`src/rtl/bcd_serial_subtractor.sv`:
```
// Serial packed-BCD subtractor: D = A - B in ten's complement, one digit/clock.
// Ports: clk, rst, start, A, B -> busy, done, D, Bout (final borrow), err (digit>9).
module bcd_serial_subtractor #(
  parameter int NDIG = 4,
  parameter int CW   = 3
) (
  input  logic              clk,
  input  logic              rst,
  input  logic              start,
  input  logic [4*NDIG-1:0] A,
  input  logic [4*NDIG-1:0] B,
  output logic              busy,
  output logic              done,
  output logic [4*NDIG-1:0] D,
  output logic              Bout,
  output logic              err
);

  localparam int W = 4 * NDIG;

  typedef enum logic {IDLE, RUN} state_t;

  state_t        state;
  logic [W-1:0]  a_sr;
  logic [W-1:0]  b_sr;
  logic [W-1:0]  part;
  logic [W-1:0]  part_nxt;
  logic          bin;
  logic [CW-1:0] idx;
  logic          err_acc;

  logic [5:0]    t;
  logic          bnext;
  logic [3:0]    dig;
  logic          in_err;
  logic          last;

  // Digit slice: operands shift down so the active digit is always at [3:0].
  always_comb begin
    t        = {2'b00, a_sr[3:0]} - {2'b00, b_sr[3:0]} - {5'd0, bin};
    bnext    = t[5];
    dig      = bnext ? (t[3:0] + 4'd10) : t[3:0];
    part_nxt = part;
    for (int i = 0; i < NDIG; i++) begin
      if (idx == CW'(i)) part_nxt[4*i +: 4] = dig;
    end
    in_err = 1'b0;
    for (int i = 0; i < NDIG; i++) begin
      if (A[4*i +: 4] > 4'd9) in_err = 1'b1;
      if (B[4*i +: 4] > 4'd9) in_err = 1'b1;
    end
    last = (idx == CW'(NDIG - 1));
  end

  always_ff @(posedge clk or posedge rst) begin
    if (rst) begin
      state   <= IDLE;
      a_sr    <= '0;
      b_sr    <= '0;
      part    <= '0;
      bin     <= 1'b0;
      idx     <= '0;
      err_acc <= 1'b0;
      busy    <= 1'b0;
      done    <= 1'b0;
      D       <= '0;
      Bout    <= 1'b0;
      err     <= 1'b0;
    end else begin
      done <= 1'b0;
      case (state)
        IDLE: begin
          if (start) begin
            a_sr    <= A;
            b_sr    <= B;
            part    <= '0;
            bin     <= 1'b0;
            idx     <= '0;
            err_acc <= in_err;
            busy    <= 1'b1;
            state   <= RUN;
          end
        end
        RUN: begin
          a_sr <= a_sr >> 4;
          b_sr <= b_sr >> 4;
          bin  <= bnext;
          part <= part_nxt;
          idx  <= idx + CW'(1);
          if (last) begin
            D     <= part_nxt;
            Bout  <= bnext;
            err   <= err_acc;
            done  <= 1'b1;
            busy  <= 1'b0;
            state <= IDLE;
          end
        end
        default: state <= IDLE;
      endcase
    end
  end

endmodule

```
`config.mk`:
```
export PLATFORM = sky130hd
export DESIGN_NAME = bcd_serial_subtractor
export DESIGN_NICKNAME = d
export VERILOG_FILES = /design/src/rtl/bcd_serial_subtractor.sv
export SDC_FILE = /design/constraint.sdc
export NUM_CORES = 1
export LEC_CHECK = 0
export ABC_AREA = 1
export CAP_MARGIN = 10
export CORE_UTILIZATION = 53
export CTS_CLUSTER_DIAMETER = 150
export DETAILED_ROUTE_END_ITERATION = 8
export PLACE_DENSITY = 0.79
export SYNTH_ARGS = -nofsm -noshare
export SYNTH_HDL_FRONTEND = slang
export SYNTH_SLANG_ARGS = --single-unit
```
`constraint.sdc`:
```
create_clock -name clk -period 3.13 [get_ports clk]
set_input_delay 0.4695 -clock clk [delete_from_list [all_inputs] [get_ports clk]]
set_output_delay 0.4695 -clock clk [all_outputs]
set_load 0.02 [all_outputs]
```
==> results.yml <==
run_status:
  status: "complete, no violations"
synthesis:
  post_synthesis_instance_area_um2: 3330
  synthXorXnorAreaFrac: 0.00263
  synthSimpleGateAreaFrac: 0.270
  synth_top_family_by_area: "simple AND/OR/NAND/NOR gates"
  ys_seq_area_frac: 0.526
  synth-adder-area-share: 0.0511
  synth_top_cell_by_area: "dfrtp_1"
  synth_compound_gate_area_share: 0.0893
  mappedNetlistNets: 437
  syn-instance-count: 389
  netlist_top_cells_area: "dfrtp_1, nand2_1, nand3_1, ha_1, inv_1"
  synth_warnings: 0
  synth.distinct_cells: 29
  synthMuxAreaShare: 0
  synth.top_cell.area_share: 0.526
  ys_ff_latch: 70
  synth.avg_cell_area_um2: 8.57
drt:
  drcViolationCount: 0
  route.vias.total: 2734
  detail-route-antenna-nets: 0
  routed_wl_um: 7040
  detailedRoute.firstIterationViolations: 153
  avgRoutedWirePerCell_um: 13.4
  vias_per_cell: 5.21
  router_iterations_before_antenna_repair: 5
floorplanning:
  core_region_area_um2: 5990
  die_w_um: 81.3
  ioPinCount: 55
  core.rowCount: 28
  die-height_um: 81.3
  die_area_um2: 6610
  floorplan.initialDensity: 0.556
finish:
  diodes: 0
  postLayoutCellArea_um2: 4090
  mostFrequentLayoutCell: "nand2_1"
  utilization: 0.683
  drive_above_1_share: 0.0933
  area_grow_syn2layout_pct: 22.8
  final_nets: 494
  final_cell_mix: "nand2_1, dfrtp_1, clkdlybuf4s50_1"
  finalNonFillerCells: 525
clock_network:
  cts_inserted_buffers: 9
  numClockSinks: 70
  path_clk_slew_ns: 0.07
  cts_setup_buffers: 0
  h_tree_level_count: 3
  cts.path.max_buffers: 2
  postCtsResizedCells: 0
  cts-root-buf: "clkbuf_8"
  clk_latency_ns: 0.34
  cts-hold-fix-buffers: 0
  tritoncts_clock_tree: "yes"
grt:
  first_pass_grt_wire_length_um: 12000
  pin_count_of_the_biggest_net_entering_global_routing: 28
  antenna_found_initial: 0
  grt.total_usage: 0.247
  grt_overflow: 0
  grt_pass1_vias: 2680
power:
  vdd_drop_max_mv: 0.592
  p_leak_uw: 0.00205
  powerDensity_nw_per_um2: 1140
worst_setup_path:
  cp_slowest_stage_delay_ns: 0.48
  critical_path.slowest_cell: "fa_1"
  worstReg2RegEnd: "part[2]"
  worstPathArrival_ns: 2.63
  timing.critical_path.from: "a_sr[0]"
  timing.critical_path.from_type: "flip-flop"
  data_required_critical_path_ns: 3.35
  reg2regPathDepth: 12
  worstReg2RegStart: "a_sr[0]"
  endpoint_kind_of_the_worst_setup_timing_path: "flip-flop"
  critical_setup_path_class: "reg2reg"
  cp_cell_sequence: "inv_1 > ha_1 > inv_1 > fa_1 > inv_1 > ha_1 > xor2_1 > ha_1 > nand2_1 > nand3_1 > nand3_1 > nand2_1"
  setup.reg_to_reg.worst_slack_ns: 0.72
  crit_path_max_fanout: 4
timing:
  holdWs_ns: 0.454
  setup_viol: 0
  min_period_over_period: 0.770
  rsz0062_at_grt: "no"
  max_clock_freq_ghz: 0.415
  maxSlewViolCount: 0
  fin_crit_period_ns: 2.41
  fin_worst_skew_ns: 0.0108
  max_slew.worst_pin.slew_ns: 0.562
  timing.setup.tns_ns: 0
  max-slew-margin-rel: 0.625
  finalHoldViolCount: 0
placement:
  placedCellCount: 510
  place_hpwl_um: 5100
  placed_cell_area_um2: 3940
  weighted_congestion_at_the_end_of_routability_driven_global_placement: 0.807
  io_buffer_count: 54
worst_hold_path:
  timing.hold.worst.class: "in2async"
job:
  maxCapViolCount: 0
## logic make-up (layout without fill, tap and decap cells)
logic type / count (synthesis) / after routing
AND/OR/NAND/NOR: 209 / 209
flip-flops: 70 / 70
buffers and inverters: 49 / 110
AO/OA/AOI/OAI: 47 / 47
adder cells (fa/ha/maj): 13 / 13
XOR/XNOR: 1 / 1
## metrics by stage
step | setup WS (ns) | power, uW
after detailed placement | 0.725 | 4080
after CTS | 0.722 | 4680
after floorplan | 0.892 | 3340
final | 0.719 | 4660
after global placement | 0.801 | 3960
after global routing | 0.470 | 5110
## synth_stat cells (all sizes together)
cell type and instances:
nand2 150, dfrtp 70, nand3 41, inv 33, o21ai 21, ha 12, or2 9, a22oi 8
buf 8, clkbuf 7, nor2 5, o211ai 5, o22ai 4, a21oi 3, o221ai 3, a22o 2
nand4 2, clkinv 1, fa 1, nand3b 1, nor3 1, o21bai 1, xor2 1
## cell type report
| class | instances | area (um2) |
|---|---|---|
| fill | 504 | 1900 |
| timing repair buffer | 61 | 593 |
| multi-input combinational | 270 | 1380 |
| sequential | 70 | 1750 |
| clock inverter | 2 | 10.0 |
| inverter | 34 | 128 |
| tap | 75 | 93.8 |
| clock buffer | 13 | 139 |
## critical path: cells and delay by family, from the launching register on
family,cells,cell delay [ns]
buffers and inverters,3,0.19
xor gates and xnor gates,1,0.22
adders and majority gates,4,1.09
DFF,1,0.36
and+or+nand+nor,4,0.44
## per-layer routing
| metal | up-vias | part of all wire | global-route usage |
|---|---|---|---|
| met5 | - | 0 | 0 |
| met2 | 78 | 0.49 | 0.407 |
| met3 | 12 | 0.045 | 0.0584 |
| li1 | 1373 | - | - |
| met4 | 0 | 0.018 | 0.102 |
| met1 | 1271 | 0.45 | 0.310 |
## power breakdown
part / switching (uW) / internal (uW)
Combinational: 1620 / 977
Clock: 313 / 282
Sequential: 203 / 1270
## sequential cells by signal (all words and copies together), names as in the netlist, 3 cells and up
register and flops:
b_sr 16, idx 3, part 12, a_sr 16
D 16
## how the worst max path moves through the flow
stage                          to  slack, ns  depth (start not counted)
after detailed placement  part[7]       0.73                         13
after floorplan              Bout       0.89                          1
after global routing        D[10]       0.47                         12
after global placement       D[6]       0.80                         12
after CTS                 part[2]       0.72                         12
final                     part[2]       0.72                         12
No activity file was read; power rests on OpenSTA's default activity.
